**src/rtl/mul_seq_if.sv**
```systemverilog
// Operand/result bundle for the sequential multiplier.
// The acc_en request exists only when MUL_SEQ_ACC_EN is defined.
interface mul_seq_if #(
  parameter int WIDTH = 16
);
  logic                 start;
  logic                 abort;
  logic                 signed_mode;
  logic [WIDTH-1:0]     a;
  logic [WIDTH-1:0]     b;
`ifdef MUL_SEQ_ACC_EN
  logic                 acc_en;
`endif
  logic                 busy;
  logic                 done;
  logic                 valid;
  logic [2*WIDTH-1:0]   result;

  modport master (
`ifdef MUL_SEQ_ACC_EN
    output acc_en,
`endif
    output start, abort, signed_mode, a, b,
    input  busy, done, valid, result
  );

  modport slave (
`ifdef MUL_SEQ_ACC_EN
    input  acc_en,
`endif
    input  start, abort, signed_mode, a, b,
    output busy, done, valid, result
  );
endinterface

```
**src/rtl/mul_seq.sv**
```systemverilog
// Radix-2^DIGIT shift-add multiplier: magnitudes are multiplied, sign is fixed up in FIX.
// Define MUL_SEQ_ACC_EN to enable accumulate mode (result += product).
module mul_seq #(
  parameter int WIDTH = 16,
  parameter int DIGIT = 1
) (
  input  logic       clk,
  input  logic       rst_n,
  mul_seq_if.slave   bus
);

  localparam int ITER  = WIDTH / DIGIT;
  localparam int CNT_W = (ITER > 1) ? $clog2(ITER) : 1;

  if (WIDTH < 2 || (DIGIT != 1 && DIGIT != 2 && DIGIT != 4) || (WIDTH % DIGIT) != 0) begin : g_bad_cfg
    $error("mul_seq: illegal WIDTH/DIGIT combination");
  end

  typedef enum logic [1:0] {IDLE, RUN, FIX} state_t;

  state_t               state_q, state_d;
  logic [CNT_W-1:0]     cnt_q, cnt_d;
  logic [2*WIDTH-1:0]   acc_q, acc_d;
  logic [2*WIDTH-1:0]   mcand_q, mcand_d;
  logic [WIDTH-1:0]     mplier_q, mplier_d;
  logic                 neg_q, neg_d;
  logic [2*WIDTH-1:0]   result_q, result_d;
  logic                 valid_q, valid_d;
  logic                 done_q, done_d;
`ifdef MUL_SEQ_ACC_EN
  logic                 accm_q, accm_d;
`endif

  logic [WIDTH-1:0]     a_mag, b_mag;
  logic [2*WIDTH-1:0]   pp, prod;
  logic                 busy;

  assign busy = (state_q != IDLE);

  always_ff @(posedge clk or negedge rst_n) begin
    if (!rst_n) begin
      state_q  <= IDLE;
      cnt_q    <= '0;
      acc_q    <= '0;
      mcand_q  <= '0;
      mplier_q <= '0;
      neg_q    <= 1'b0;
      result_q <= '0;
      valid_q  <= 1'b0;
      done_q   <= 1'b0;
`ifdef MUL_SEQ_ACC_EN
      accm_q   <= 1'b0;
`endif
    end else begin
      state_q  <= state_d;
      cnt_q    <= cnt_d;
      acc_q    <= acc_d;
      mcand_q  <= mcand_d;
      mplier_q <= mplier_d;
      neg_q    <= neg_d;
      result_q <= result_d;
      valid_q  <= valid_d;
      done_q   <= done_d;
`ifdef MUL_SEQ_ACC_EN
      accm_q   <= accm_d;
`endif
    end
  end

  always_comb begin
    state_d  = state_q;
    cnt_d    = cnt_q;
    acc_d    = acc_q;
    mcand_d  = mcand_q;
    mplier_d = mplier_q;
    neg_d    = neg_q;
    result_d = result_q;
    valid_d  = valid_q;
    done_d   = 1'b0;
`ifdef MUL_SEQ_ACC_EN
    accm_d   = accm_q;
`endif

    // The most negative operand negates to itself, which is its correct unsigned magnitude.
    a_mag = (bus.signed_mode && bus.a[WIDTH-1]) ? -bus.a : bus.a;
    b_mag = (bus.signed_mode && bus.b[WIDTH-1]) ? -bus.b : bus.b;

    pp = '0;
    for (int k = 0; k < DIGIT; k++) begin
      if (mplier_q[k]) pp = pp + (mcand_q << k);
    end
    prod = neg_q ? -acc_q : acc_q;

    if (busy && bus.abort) begin
      state_d = IDLE;
    end else begin
      case (state_q)
        IDLE: begin
          if (bus.start && !bus.abort) begin
            state_d  = RUN;
            cnt_d    = CNT_W'(ITER - 1);
            acc_d    = '0;
            mcand_d  = {{WIDTH{1'b0}}, a_mag};
            mplier_d = b_mag;
            neg_d    = bus.signed_mode && (bus.a[WIDTH-1] ^ bus.b[WIDTH-1]);
            valid_d  = 1'b0;
`ifdef MUL_SEQ_ACC_EN
            accm_d   = bus.acc_en;
`endif
          end
        end
        RUN: begin
          acc_d    = acc_q + pp;
          mcand_d  = mcand_q << DIGIT;
          mplier_d = mplier_q >> DIGIT;
          cnt_d    = cnt_q - 1'b1;
          if (cnt_q == '0) state_d = FIX;
        end
        FIX: begin
`ifdef MUL_SEQ_ACC_EN
          result_d = accm_q ? (result_q + prod) : prod;
`else
          result_d = prod;
`endif
          valid_d  = 1'b1;
          done_d   = 1'b1;
          state_d  = IDLE;
        end
        default: state_d = IDLE;
      endcase
    end
  end

  assign bus.busy   = busy;
  assign bus.done   = done_q;
  assign bus.valid  = valid_q;
  assign bus.result = result_q;

endmodule

```
**src/flat_wrapper.sv**
```systemverilog
// flat-port wrapper written by rule: the top's interface ports become plain ports
module mul_seq_flat 
#(
  parameter int WIDTH = 16,
  parameter int DIGIT = 1
)
  (clk, rst_n, bus_start, bus_abort, bus_signed_mode, bus_a, bus_b, bus_busy, bus_done, bus_valid, bus_result);
  mul_seq_if #(.WIDTH(WIDTH)) bus_i ();
  input  logic clk;
  input  logic rst_n;
  input wire logic [$bits(bus_i.start)-1:0] bus_start;
  input wire logic [$bits(bus_i.abort)-1:0] bus_abort;
  input wire logic [$bits(bus_i.signed_mode)-1:0] bus_signed_mode;
  input wire logic [$bits(bus_i.a)-1:0] bus_a;
  input wire logic [$bits(bus_i.b)-1:0] bus_b;
  output wire logic [$bits(bus_i.busy)-1:0] bus_busy;
  output wire logic [$bits(bus_i.done)-1:0] bus_done;
  output wire logic [$bits(bus_i.valid)-1:0] bus_valid;
  output wire logic [$bits(bus_i.result)-1:0] bus_result;
  assign bus_i.start = bus_start;
  assign bus_i.abort = bus_abort;
  assign bus_i.signed_mode = bus_signed_mode;
  assign bus_i.a = bus_a;
  assign bus_i.b = bus_b;
  assign bus_busy = bus_i.busy;
  assign bus_done = bus_i.done;
  assign bus_valid = bus_i.valid;
  assign bus_result = bus_i.result;
  mul_seq #(.WIDTH(WIDTH), .DIGIT(DIGIT)) u_core (.clk(clk), .rst_n(rst_n), .bus(bus_i));
endmodule
```
**config.mk**
```make
export PLATFORM = sky130hd
export DESIGN_NAME = mul_seq_flat
export DESIGN_NICKNAME = d
export VERILOG_FILES = /design/src/rtl/mul_seq_if.sv /design/src/rtl/mul_seq.sv /design/src/flat_wrapper.sv
export SDC_FILE = /design/constraint.sdc
export NUM_CORES = 1
export LEC_CHECK = 0
export ABC_AREA = 1
export BUFFER_PORTS_ARGS = -buffer_cell sky130_fd_sc_hd__buf_2
export CELL_PAD_IN_SITES_DETAIL_PLACEMENT = 0
export CELL_PAD_IN_SITES_GLOBAL_PLACEMENT = 2
export CORE_UTILIZATION = 25
export DETAILED_ROUTE_END_ITERATION = 10
export PLACE_DENSITY = 0.67
export SYNTH_ARGS = -nofsm -noshare
export SYNTH_HDL_FRONTEND = slang
export SYNTH_SLANG_ARGS = --single-unit
```
**constraint.sdc**
```tcl
create_clock -name clk -period 2.35 [get_ports clk]
set_input_delay 0.3525 -clock clk [delete_from_list [all_inputs] [get_ports clk]]
set_output_delay 0.3525 -clock clk [all_outputs]
set_load 0.02 [all_outputs]
```
== After elaboration in Yosys (flattened, before gate mapping) ==
Index checks and enable logic that the tools add are counted.
W data, S select, Z words.

* Flip-flop bits (word level): 121
* Input port bits: 37
* Logic and storage cells: 57

* $add $sub $neg: 5
* Eq/ne operators: 5
* Multiplexer cells: 20
* Bitwise gates (word level): 2
* Reduce and logical (&&, ||, !) cells: 16

{| class="wikitable"
|+ Operators with widths
! cell !! count
|-
| $mux W32 || 4
|-
| $pmux W32 S2 || 2
|-
| $mux W16 || 3
|-
| $add A32 B32 Y32 || 1
|-
| $neg A16 Y16 || 2
|-
| $neg A32 Y32 || 1
|-
| $pmux W16 S2 || 1
|-
| $reduce_and A3 Y1 || 3
|-
| $pmux W4 S2 || 1
|-
| $mux W2 || 3
|-
| $ne A3 B1 Y1 const B || 2
|-
| $reduce_bool A2 Y1 || 3
|-
| $logic_and A1 B1 Y1 || 5
|-
| $logic_not A4 Y1 || 1
|-
| $mux W4 || 1
|-
| $pmux W2 S2 || 1
|-
| $reduce_and A2 Y1 || 2
|-
| $sub A4 B1 Y4 const B || 1
|-
| $mux W1 || 3
|-
| $eq A2 B1 Y1 const B || 1
|-
| $eq A2 B2 Y1 const B || 1
|-
| $logic_not A2 Y1 || 1
|-
| $ne A2 B1 Y1 const B || 1
|-
| $pmux W1 S2 || 1
|-
| other kinds (3) || 3
|}

== Depth between registers and ports, before layout ==
Gate-level depths: netlist of run 1.

* Depth in word-level cells: 5
* Mapped depth: 17
* Depth with buffers taken out: 15

== Worst setup path after synthesis of run 1 ==
OpenSTA, ideal clock, no wires.

* Kind: reg2reg
* Start point: reg u_core.mplier_q[0]
* End point: reg u_core.acc_q[20]
* Arrival time: 2.203 ns
* Required time: 2.223 ns
* Setup slack: 0.020 ns
* Cell stages (with the launch flop): 18
* Path buffers: 2
* Cells stage by stage: dfrtp_1 > clkbuf_1 > clkbuf_1 > nand2_1 > inv_1 > ha_1 > inv_1 > fa_1 > inv_1 > nand3_1 > nand3_1 > nand2_1 > nand3_1 > nand2_1 > nand2_1 > nand2_1 > nand3_1 > o21ai_0

* Longest elaborated chain between the ends: 3

{| class="wikitable"
|+ RTL lines
! element !! RTL line !! RTL
|-
| from (decl) || mul_seq.sv:25 || <nowiki>logic [WIDTH-1:0] mplier_q, mplier_d;</nowiki>
|-
| from (signal assigned) || mul_seq.sv:59 || <nowiki>mplier_q <= mplier_d;</nowiki>
|-
| $mux W32 || mul_seq.sv:90 || <nowiki>if (mplier_q[k]) pp = pp + (mcand_q << k);</nowiki>
|-
| $add A32 B32 Y32 || mul_seq.sv:113 || <nowiki>acc_d = acc_q + pp;</nowiki>
|-
| $pmux W32 S2 || mul_seq.sv:97 || <nowiki>case (state_q)</nowiki>
|-
| to (signal assigned) || mul_seq.sv:44 || <nowiki>acc_q <= '0;</nowiki>
|-
| to (signal assigned) || mul_seq.sv:57 || <nowiki>acc_q <= acc_d;</nowiki>
|-
| to (decl) || mul_seq.sv:23 || <nowiki>logic [2*WIDTH-1:0] acc_q, acc_d;</nowiki>
|}

No other way between the ends.
A chain may end at the register's enable or synchronous reset.

== Worst setup path after layout of run 1 ==
* Start point: reg u_core.mplier_q[0]
* End point: reg u_core.acc_q[28]

The elaborated chain is that of the path after synthesis.

==> results of run 1 <==
==> worst max-delay path: cells and delay by family (launching register included) <==
kind	cells	cell delay, ps
simple gates	6	600
flops	1	420
compound gates	2	390
fa+ha+maj	1	340
buf+inv	3	280
==> timing repair <==
| action | CTS | global route |
|---|---|---|
| endpoints found under the hold margin | 23 | 0 |
| gates resized for setup | 0 | 51 |
| endpoints found under the setup margin | 0 | 22 |
| hold buffers | 1 | 0 |
| buffers inserted | 0 | 0 |
==> per-layer routing <==
metal | up-vias | GRT usage [%] | part of all wire, % | wire length [µm]
met5 | - | 0 | 0.043 | 13
met4 | 2 | 4.512 | 1.4 | 406
met3 | 20 | 2.291 | 3.5 | 1047
met2 | 140 | 27.68 | 44 | 13350
met1 | 4103 | 24.19 | 51 | 15250
li1 | 4729 | - | - | -
==> power by group <==
part	total [µW]	switching (µW)	internal, µW
Combinational	4110	2620	1500
Clock	2770	1000	1770
Sequential	2880	425	2460
==> final timing paths <==
| path | endpoint | slack (ps) | depth (start not counted) |
|---|---|---|---|
| worst max-delay path | u_core.acc_q[28] | 180 | 12 |
| worst min-delay path | u_core.mplier_q[15] | 240 | 3 |
| worst max register to register | u_core.acc_q[28] | 180 | 12 |
| worst min register to register | u_core.bus.valid | 470 | 2 |
| max in group asynchronous | u_core.mcand_q[7] | 1280 | 3 |
| min in group asynchronous | u_core.bus.result[28] | 390 | 2 |
==> sequential cells by signal (all words and copies together) (netlist names), 2 cells and up <==
register and count:
u_core.mplier_q 16, u_core.mcand_q 32, u_core.bus.result 32, u_core.cnt_q 4, u_core.state_q 2, u_core.acc_q 32
==> cell families (layout without fill, tap and decap cells) <==
family                   Yosys count  count (layout)  synth area share [%]
AO/OA/AOI/OAI                    188             188                 11.64
XOR/XNOR                          19              19                 1.838
adder cells (fa/ha/maj)           36              36                 5.059
buffers and inverters            290             410                 12.62
flip-flops                       121             121                 33.45
AND/OR/NAND/NOR                  782             782                 35.40
==> cell type report <==
cell class / count / area [µm²] / share of cell area (%)
Inverter: 250 / 940.9 / 8.446
Clock buffer: 23 / 488.0 / 4.380
Timing Repair Buffer: 129 / 858.3 / 7.704
Multi-Input combinational cell: 1025 / 5131 / 46.06
Sequential cell: 121 / 3028 / 27.18
Tap cell: 461 / 576.8 / 5.177
Clock inverter: 8 / 117.6 / 1.056
==> layout by cell type, fill, tap and decap left out, types with 7 or more instances in the layout <==
cell	count
xor2_1	17
dfrtp_1	121
o21ai_0	81
inv_1	245
nor2_2	11
ha_4	10
clkbuf_16	17
nand2_1	497
buf_2	70
nor3_1	9
a21oi_1	49
nand4_1	16
o211ai_1	8
nand3_1	110
a22oi_1	7
buf_4	53
ha_1	19
nor2_1	110
nand2_2	13
o22ai_1	18
==> metrics by stage <==
stage / instance area, µm² / TNS [ps] / std cells
2_1_floorplan: 9052 / 0 / 1436
3_3_place_gp: 10280 / 0 / 1985
3_5_place_dp: 10280 / 0 / 1985
4_1_cts: 10900 / 0 / 2017
5_1_grt: 11140 / -0.6217 / 2017
6_report: 11140 / 0 / 2017
==> results.md, run 1 <==
Status:
- The flow ran to the end, and the final reports show no timing, DRC or antenna violations.

Timing:
- The worst-case clock skew is 10.17 ps.
- The measured slew at the worst slew-check pin is between 600 and 700 ps.
- The final-report max-slew violation count was 0.
- The total count of hold-check failures in the final report is 0.
- Setup repair after global routing could not meet its margin everywhere.
- The top achievable clock speed is about 460 MHz.
- The routed design could run at a clock period as short as approximately 2200 ps.
- The worst hold slack is about 240 ps.
- The number of setup violations in the final report is 0.
- The final period utilization is between 90% and 100%.
- In the post-route analysis, the smallest setup slack over all paths is approximately 180 ps.
- The worst max-slew margin expressed relative to the limit is a little under three fifths.

Job:
- The number of max-cap violations is 0.

Place:
- Detailed placement ended at an HPWL of roughly 24 mm.
- At the end of routability-driven placement, the weighted congestion stood at about 0.84.
- The number of buffer cells added on primary ports is 71.
- Prior to clock tree synthesis, the placed netlist has a worst setup slack of ~21 ps.

Power:
- The total power draw is about 9800 µW.
- The power density of the placed cells is 876.4 nW/µm².
- The worst vdd rail ir drop is 435.9 µV.
- The static leakage power is ~0.0063 µW.

Global route:
- The initial antenna violation count is 1.
- The first global-routing pass estimated roughly 49 mm of wire.
- Entering global routing, the biggest net connects 56 pins.
- For this run, the total global-route usage over all layers was measured as 17.26%.
- Global routing finished with a remaining overflow of 0.
- The via count of the first global-routing pass is between 8000 and 9000.

Synth:
- After synthesis, the netlist uses 42 different library cells.
- A synthesized cell averages approximately 6.3 µm².
- Counting instances in the post-synthesis netlist gives the leading cell types as nand2_1 (507), inv_1 (246), dfrtp_1 (121).
- The total of flip-flops plus latches after synthesis is between 100 and 150.
- Counting flops with a built-in enable in the synthesized netlist gives 0.
- Sorting the synthesized cells by area gives the leading types as dfrtp_1 (33%), nand2_1 (21%), inv_1 (10%).
- After synthesis, the largest area contributor takes up about a third of total cell area.
- For this run, the number of Yosys warnings is 0.
- Of all cell types, the one taking the most synthesized area is dfrtp_1.
- The share of async-settable or async-resettable flops after synthesis is between 90% and 100%.
- The top flip-flop cell by instance count after synthesis is dfrtp_1.
- The library cell with the highest instance count after synthesis is nand2_1.
- Sequential cells were found to cover between 30 and 40% of the synthesized design area.
- The post-synthesis net count is approximately 1500.
- The number of cells produced by synthesis is ~1400.
- The cell area after synthesis is around 9100 µm².

Die:
- The die is 192.3 µm wide.
- The y dimension of the die is between 150 and 200 µm.
- The floorplan has just under 70 rows.
- The total I/O pin count is just over 70.
- The effective utilization at floorplan is between 20% and 30%.
- The die covers approximately 37000 µm².
- The floorplan core area is 35570 µm².

CTS:
- After clock tree synthesis, the clock-pin slew on the worst setup and hold paths is ~60 ps.
- The later pin in the worst-skew pair is clocked with a latency of around 430 ps.
- The number of clock buffers added by TritonCTS is 17.
- The H-tree was split into 4 levels.
- The cell at the root of the clock tree is clkbuf_16.
- In this run the deepest clock path goes through 2 buffers.
- TritonCTS built the clock tree.
- The total number of clock tree sinks is 121.

Setup path:
- The category of the worst setup path capture point is a flop.
- The slowest cell on the critical path is dfrtp_1.
- The type of element launching the critical path is a flop.
- The type of the worst setup path is reg -> reg.
- The critical path goes through buf_12 > nand2_1 > inv_1 > ha_1 > nand2_1 > inv_1 > a21oi_1 > nand2_1 > a21oi_1 > nand3_1 > nand3_1 > nand2_1.
- The critical path required time is ~2700 ps.
- The most numerous cell type found on the critical path is nand2_1.
- The largest incremental delay on the critical path is ~420 ps.
- The worst register-to-register path begins at u_core.mplier_q[0].
- The data arrival time of the critical path is around 2500 ps.
- Of all nets on the critical path, the largest fanout is 25.
- The launching instance or port of the critical path is u_core.mplier_q[0].

Drt:
- The number of DRC markers in iteration 0 is between 300 and 400.
- Summed over all layers, the routed wires come to 30.07 mm.
- The first detailed-routing pass took 4 iterations.
- The number of DRC violations after detailed routing is 0.
- Dividing the detail-routed via count by the number of cells gives ~4.5.
- The detailed-route via count is between 8000 and 9000.
- The final antenna-violating net count is 0.
- The average wire length per cell after detail routing is between 10 and 15 µm.

Final layout:
- In the final design database the tool counted 1617 nets.
- The final antenna diode count is 0.
- The share of layout cells above drive strength 1 is 14.40%.
- The area growth from synthesis to layout is 23.07%.
- The final-layout fill cell count is about 4000.
- The core occupancy in the finished layout is a little under a third.

Min path:
- The startpoint identified for the worst hold timing path is bus_b[15].
- The path class of the tightest hold or removal check is in -> reg.
Note: power is estimated with default switching activity, not from simulation.
==> run 2: changes to the inputs <==
--- a/config.mk
+++ b/config.mk
@@ -7,10 +7,13 @@
 export LEC_CHECK = 0
 export ABC_AREA = 1
 export BUFFER_PORTS_ARGS = -buffer_cell sky130_fd_sc_hd__buf_2
+export CAP_MARGIN = 30
 export CELL_PAD_IN_SITES_DETAIL_PLACEMENT = 0
 export CELL_PAD_IN_SITES_GLOBAL_PLACEMENT = 2
 export CORE_UTILIZATION = 25
+export CTS_BUF_LIST = sky130_fd_sc_hd__clkbuf_8
 export DETAILED_ROUTE_END_ITERATION = 10
+export GPL_TIMING_DRIVEN = 0
 export PLACE_DENSITY = 0.67
 export SYNTH_ARGS = -nofsm -noshare
 export SYNTH_HDL_FRONTEND = slang
==> run 2 against run 1 <==
  * Count of clock-buffer cells in the layout down 4
  * Clock skew grew 8.3 ps
  * Worst setup slack lost 78 ps
  * Critical path depth grew 4
  * Hold slack worse by 75 ps
  * Maximum frequency decreased by 3.4%
  * Sequential power is essentially flat
  * Sequential share of layout area is 0.56 points higher
  * First-iteration DRC count grew 1.1%
==> results.md, run 2 (synthesis gave the netlist of run 1 again) <==
Drt:
- The detailed-route via count is around 8900.
- The highest routed metal layer is met4.
- The final routed wirelength across all metal layers is ~32 mm.
- After detailed routing, the met3 layer carries 811 µm of wire.
- For this block, wires on met1 add up to ~16 mm.
- The detailed router finished its first iteration with between 300 and 400 violations.
- After detailed routing, the average wire length per cell comes to about 16 µm.
- After detailed routing, the number of vias per cell comes to between 4 and 5.
- In the routed design, unresolved DRC markers number 0.
- After detailed routing, the met2 layer carries roughly 15 mm of wire.
- The number of detailed-route iterations in the first pass is 5.
- The final antenna-violating net count is 0.

CTS:
- TritonCTS created 17 clock buffers.
- The tree is rooted in a clkbuf_8.
- The total number of clock tree sinks is approximately 120.
- Clock-pin slew was measured on the worst setup and hold paths at ~90 ps.
- For the worst-skew pair, the clock arrives at the later sink with an insertion delay of around 480 ps.
- The TritonCTS clock tree is done.
- The maximum level of the CTS H-tree is 4.
- No sink is reached through more buffers than the 2 on the longest clock path.

Final layout:
- The area overhead of the layout relative to synthesis is 20.64%.
- The net count of the finished layout is 1605.
- Leaving out fill and tap cells, the most frequent cells in the layout are nand2_1 (492), inv_1 (245), dfrtp_1 (120), nor2_1 (109), nand3_1 (105).
- The register cell area after layout is 3029 µm².
- The final-layout fill cell count is 4005.
- In the final layout, the share of cells above drive strength 1 is 14.30%.
- Leaving out fill and tap cells, the most frequent cell in the layout is nand2_1.
- The final antenna diode count is 0.
- The area used by multi-input combinational logic is ~5200 µm².
- The finished layout holds 2006 standard cells, fillers aside.

Timing:
- At the pin with the least slew margin, the transition time is a little under 900 ps.
- Setup violations remaining at the end of the flow were counted as 0.
- The slack of the critical path is around 100 ps.
- Setup repair after global routing could not meet its margin everywhere.
- Of the available clock period, the critical path in the final layout requires a little over nine tenths.
- The final-report max-slew violation count is 0.
- For the final database, setup skew stands at 18.45 ps.
- The total count of hold-check failures in the final report is 0.
- The worst max-slew margin expressed relative to the limit is 40.43%.
- The minimum period implied by the final worst setup slack is roughly 2300 ps.
- The top achievable clock speed is approximately 440 MHz.

Setup path:
- STA classifies the critical path startpoint as a flop.
- The peak fanout along the critical path is 6.
- STA puts the critical path data arrival time at roughly 2600 ps.
- STA classifies the critical path endpoint as a flop.
- Data on the critical path is required at its endpoint by roughly 2700 ps.
- The type of the worst setup path is reg -> reg.

Global route:
- The global routing usage summed across all routing layers is ~18%.
- The via count of the first global-routing pass was 8890.
- The global route total overflow is 0.
- The maximum number of pins on one net before global-route repair is 78.
- The global-route wire length before repair is about 49 mm.
- The initial antenna violation count is 0.

Die:
- Measured along the y axis, the die boundary spans a little under 200 µm.
- Pin placement for this block handled 72 I/O pins.
- The initialized floorplan defines 69 standard-cell rows.
- The die covers about 37000 µm².
- The floorplan core area is between 30000 and 40000 µm².
- The die extent in x is around 190 µm.
- For this configuration, the core starts out at a cell density of roughly 25%.

Place:
- The number of placed cells counting well taps is between 1500 and 2000.
- The post-DP HPWL is about 25 mm.
- The setup slack after placement is -1112 ps.
- The global placer's final weighted congestion is around 0.8.
- Buffers placed on the I/O ports in this run total between 70 and 80.

Power:
- For this design the ratio of total power to cell area is about 860 nW/µm².
- The static leakage power is 0.006064 µW.
- The worst vdd rail ir drop is roughly 360 µV.

Job:
- Across the run, the number of max-cap violations was 0.

Status:
- The flow ran to the end, and the final reports show no timing, DRC or antenna violations.

Min path:
- The path type of the worst min-delay path is in -> reg.
[run 2: metal layers]
layer | vias to the layer above | track usage [%]
li1 | 4700 | -
met1 | 4064 | 23.66
met2 | 141 | 30.05
met3 | 34 | 2.637
met4 | 0 | 5.027
met5 | - | 0
[run 2: final cells by class]
type | instances | share of cell area (%)
repair buffers | 80 | 4.170
multi-input cells | 1025 | 47.79
flip-flops and latches | 121 | 27.74
inverters | 250 | 8.616
well taps | 461 | 5.282
plain buffers | 37 | 1.959
clock inverters | 13 | 2.051
clock buffers | 19 | 2.395
[run 2: stage by stage]
| stage | setup TNS, ps | utilization, % | power (µW) | cell area, µm² | hold slack, ps |
|---|---|---|---|---|---|
| floorplan | 0 | - | 5341 | 9052 | 56.91 |
| finish | 0 | 30.70 | 9339 | 10920 | 165.2 |
| CTS | 0 | 29.80 | 9123 | 10600 | 128.2 |
| detailed placement | -20830 | 28.17 | 6617 | 10020 | 311.5 |
| global placement | -130240 | 28.07 | 6583 | 9985 | 453.5 |
| global route | -130.2 | 30.70 | 10080 | 10920 | 165.1 |
[run 2: worst max-delay path, stage by stage (launching register included)]
cell,delay (ps)
dfrtp_2,440
clkbuf_16,170
nand2_2,80
inv_2,70
ha_4,140
inv_1,50
fa_2,330
inv_2,100
nand3_2,70
nand3_2,100
nand2_1,80
nand3_2,120
nand2_1,80
nand2_1,60
nand2_1,60
nand3_2,70
o21ai_0,80
[run 2: timing repair]
action                                 CTS  global route
resized for setup                       20            61
endpoints found under the hold margin   44             0
setup endpoints to repair               31            22
pin swaps                                1             6
hold buffers                             1             0
setup buffers                            3             4
[run 2: final timing paths]
check / from / slack [ps] / cells past startpoint / to
worst max-delay path: u_core.mplier_q[0] / 100 / 16 / u_core.acc_q[20]
worst min-delay path: bus_b[0] / 170 / 3 / u_core.mplier_q[0]
worst max register to register: u_core.mplier_q[0] / 100 / 16 / u_core.acc_q[20]
worst min register to register: u_core.bus.result[21] / 480 / 2 / u_core.bus.result[21]
max in group asynchronous: rst_n / 1220 / 3 / u_core.mcand_q[8]
min in group asynchronous: rst_n / 370 / 2 / u_core.bus.result[30]
[run 2: report_power, final]
| part | switching [µW] | leakage, µW | total [µW] | internal, µW |
|---|---|---|---|---|
| registers | 464 | 0.00156 | 2910 | 2450 |
| logic | 2640 | 0.00427 | 4020 | 1390 |
| clock network | 984 | 0.000235 | 2400 | 1420 |
==> run 3: changes to the inputs <==
--- a/config.mk
+++ b/config.mk
@@ -10,11 +10,12 @@
 export CAP_MARGIN = 30
 export CELL_PAD_IN_SITES_DETAIL_PLACEMENT = 0
 export CELL_PAD_IN_SITES_GLOBAL_PLACEMENT = 2
-export CORE_UTILIZATION = 25
+export CORE_UTILIZATION = 31
 export CTS_BUF_LIST = sky130_fd_sc_hd__clkbuf_8
 export DETAILED_ROUTE_END_ITERATION = 10
 export GPL_TIMING_DRIVEN = 0
-export PLACE_DENSITY = 0.67
+export PLACE_DENSITY = 0.8
+export SLEW_MARGIN = 5
 export SYNTH_ARGS = -nofsm -noshare
 export SYNTH_HDL_FRONTEND = slang
 export SYNTH_SLANG_ARGS = --single-unit
==> run 3 against run 2 <==
  * Count of clock-buffer cells in the layout is 1 lower
  * Maximum frequency is 1.2% higher
  * Wire length is 6.8% lower
  * Worst setup slack better by 26 ps
  * Design area is 0.33% lower
==> results.md, run 3 (synthesis gave the netlist of run 1 again) <==
Status:
- The run finished with clean final reports.

Final layout:
- Leaving out filler cells and counting taps, the final layout contains between 1500 and 2000.
- From synthesis to final layout, the design area changed by 20.24%.
- The most common library cell in the layout ignoring fill and taps is nand2_1.
- Leaving out fill and tap cells, the most frequent cells in the layout are nand2_1 (483), inv_1 (239), dfrtp_1 (120), nand3_1 (106), nor2_1 (102).
- The net count of the finished layout is between 1500 and 2000.
- The share of layout cells above drive strength 1 is 16.06%.
- The final antenna diode count is 0.

Drt:
- The final antenna-violating net count is 0.
- The first routing iteration left 480 violations.
- The via-per-instance ratio is around 4.7.
- After detailed routing, the number of remaining DRC violations is 0.
- The number of detailed-route iterations in the first pass is 5.
- After detailed routing, the average wire length per cell comes to 15.42 µm.
- The detailed-route via count is between 9000 and 10000.
- The final routed wirelength across all metal layers is 29.81 mm.

Die:
- In this run the vertical extent of the chip is roughly 170 µm.
- The floorplan has a little over 60 rows.
- The total I/O pin count is just over 70.
- The effective utilization at floorplan is between 30% and 40%.
- The floorplan step set the die width to around 170 µm.
- The die covers 29890 µm².
- The floorplan core area is approximately 29000 µm².

Global route:
- The global routing usage summed across all routing layers is 20.45%.
- Entering global routing, the biggest net connects just over 80 pins.
- The initial antenna violation count is 0.
- The global-route wire length before repair is 47.80 mm.
- After global routing the overflow that remains totals 0.
- The via count of the first global-routing pass is between 8000 and 9000.

Min path:
- The tightest min-delay check is of the in -> reg type.
- The worst hold path depth is 3.

Timing:
- The final-report max-slew violation count is 0.
- Setup repair after global routing could not meet its margin everywhere.
- The worst pin sits at a relative slew slack of 44.24%.
- For the finished layout, the period the worst path requires is approximately 2200 ps.
- The total count of hold-check failures in the final report came to 0.
- At the pin with the least slew margin, the transition time is between 800 and 900 ps.
- The final period utilization is 94.64%.
- The worst-case clock skew is 14.23 ps.
- The top achievable clock speed is approximately 450 MHz.
- The worst hold slack is 183.4 ps.
- Setup violations remaining at the end of the flow were counted as 0.

Setup path:
- The launching instance or port of the critical path is u_core.mplier_q[0].
- The cell count of the worst reg-to-reg path is 16.
- Data arrives at the worst endpoint at between 2000 and 3000 ps.
- The setup slack of the worst register-to-register path is 130 ps.
- The end point of the critical path is u_core.acc_q[16].
- Along the worst path, the maximum fanout reaches 7.
- The type of element launching the critical path is a flop.
- The startpoint of the worst-slack reg-to-reg timing path is u_core.mplier_q[0].
- STA classifies the critical path endpoint as a flop.
- The capture point of the worst reg-to-reg path is u_core.acc_q[16].
- For the worst setup path, the data required time is between 2000 and 3000 ps.
- The worst setup path is of the reg -> reg kind.

CTS:
- The clock drives 121 sinks.
- TritonCTS built the clock tree.
- The number of clock buffers added by TritonCTS is 17.
- The clock latency of the later-clocked register in the worst-skew pair is roughly 450 ps.
- The clock passes through at most 2 buffers.
- The cell at the root of the clock tree is clkbuf_8.
- The H-tree generated during clock tree synthesis spans 4 levels.
- After clock tree synthesis, the clock-pin slew on the worst setup and hold paths is 80 ps.

Power:
- IR analysis of the VDD net gives a maximum drop of about 440 µV.
- The static leakage power is slightly above 0.006 µW.
- Power spread over the standard cell area amounts to 835.9 nW/µm².

Place:
- The number of placed cells counting well taps is ~1900.
- In this run the tool buffered the top-level ports with 71 buffer cells.
- The post-DP HPWL is between 20 and 25 mm.
- The global placer's final weighted congestion is ~0.88.

Job:
- The tool flagged a number of max-cap violations equal to 0.
run 3: changes by cell type in the layout (fill, tap and decap cells not counted), moves of 3 or more:
cell       previous run  this run
nand2_2              17        27
nand2_1             492       483
nor2_1              109       102
inv_1               245       239
inv_2                 4        10
buf_4                 9        14
nor2_4                3         7
bufinv_16             6         3
clkinv_4              0         3
inv_6                 0         3
nand3_2               9         6
nor2_2               12        15
run 3: worst min path at each step:
stage                                start                     to
after global placement    u_core.bus.valid       u_core.bus.valid
final                             bus_b[0]     u_core.mplier_q[0]
after detailed placement             rst_n  u_core.bus.result[26]
after floorplan                      rst_n        u_core.acc_q[0]
after global routing              bus_b[0]     u_core.mplier_q[0]
after CTS                         bus_b[0]     u_core.mplier_q[0]
run 3: layout make-up:
| cell class | instances | area (µm²) |
|---|---|---|
| Tap cell | 384 | 480.5 |
| Timing Repair Buffer | 84 | 481.7 |
| Multi-Input combinational cell | 1025 | 5308 |
| Buffer | 38 | 225.2 |
| Clock buffer | 18 | 247.7 |
| Inverter | 250 | 940.9 |
| Fill cell | 3236 | 17820 |
| Sequential cell | 121 | 3029 |
| Clock inverter | 14 | 171.4 |
run 3: worst max-delay path, stage by stage (launching register included):
cell and delay (ps):
dfrtp_2 460, clkbuf_16 180, nand2_1 70, inv_2 80
ha_4 130, inv_1 40, fa_2 330, inv_2 90
nand3_1 80, nand3_2 100, nand2_1 70, nand2_2 110
nand3_2 70, nand2_2 110, nand2_1 60, nand2_1 50
o21ai_1 50
run 3: power by group:
group          internal (µW)  leakage (µW)  switching, µW
logic                   1460       0.00428           2650
registers               2450       0.00156            461
clock network           1080      0.000211            992
run 3: per-layer routing:
metal | routed length, µm | global-route usage (%) | vias to the layer above
met4 | 433 | 5.015 | 0
met2 | 13840 | 33.92 | 141
li1 | - | - | 4720
met1 | 14750 | 28.61 | 4138
met3 | 787 | 1.847 | 24
met5 | 0 | 0 | -
run 3: what timing repair did:
item	in CTS	in global routing
pin swaps	1	13
gates resized for setup	30	89
setup endpoints to repair	30	21
setup buffers	4	8
endpoints found under the hold margin	39	0
hold buffers	1	0
run 3: metrics by stage:
stage / power [µW] / setup slack (ps) / setup TNS, ps / utilization, % / cell area [µm²]
global placement: 6498 / -899.4 / -108180 / 34.45 / 9888
global route: 9796 / -19.86 / -66.97 / 37.92 / 10880
detailed placement: 6523 / -867.2 / -15470 / 34.57 / 9922
floorplan: 5341 / 20.37 / 0 / - / 9052
finish: 9098 / 126.1 / 0 / 37.92 / 10880
CTS: 8811 / 2.870 / 0 / 36.65 / 10520
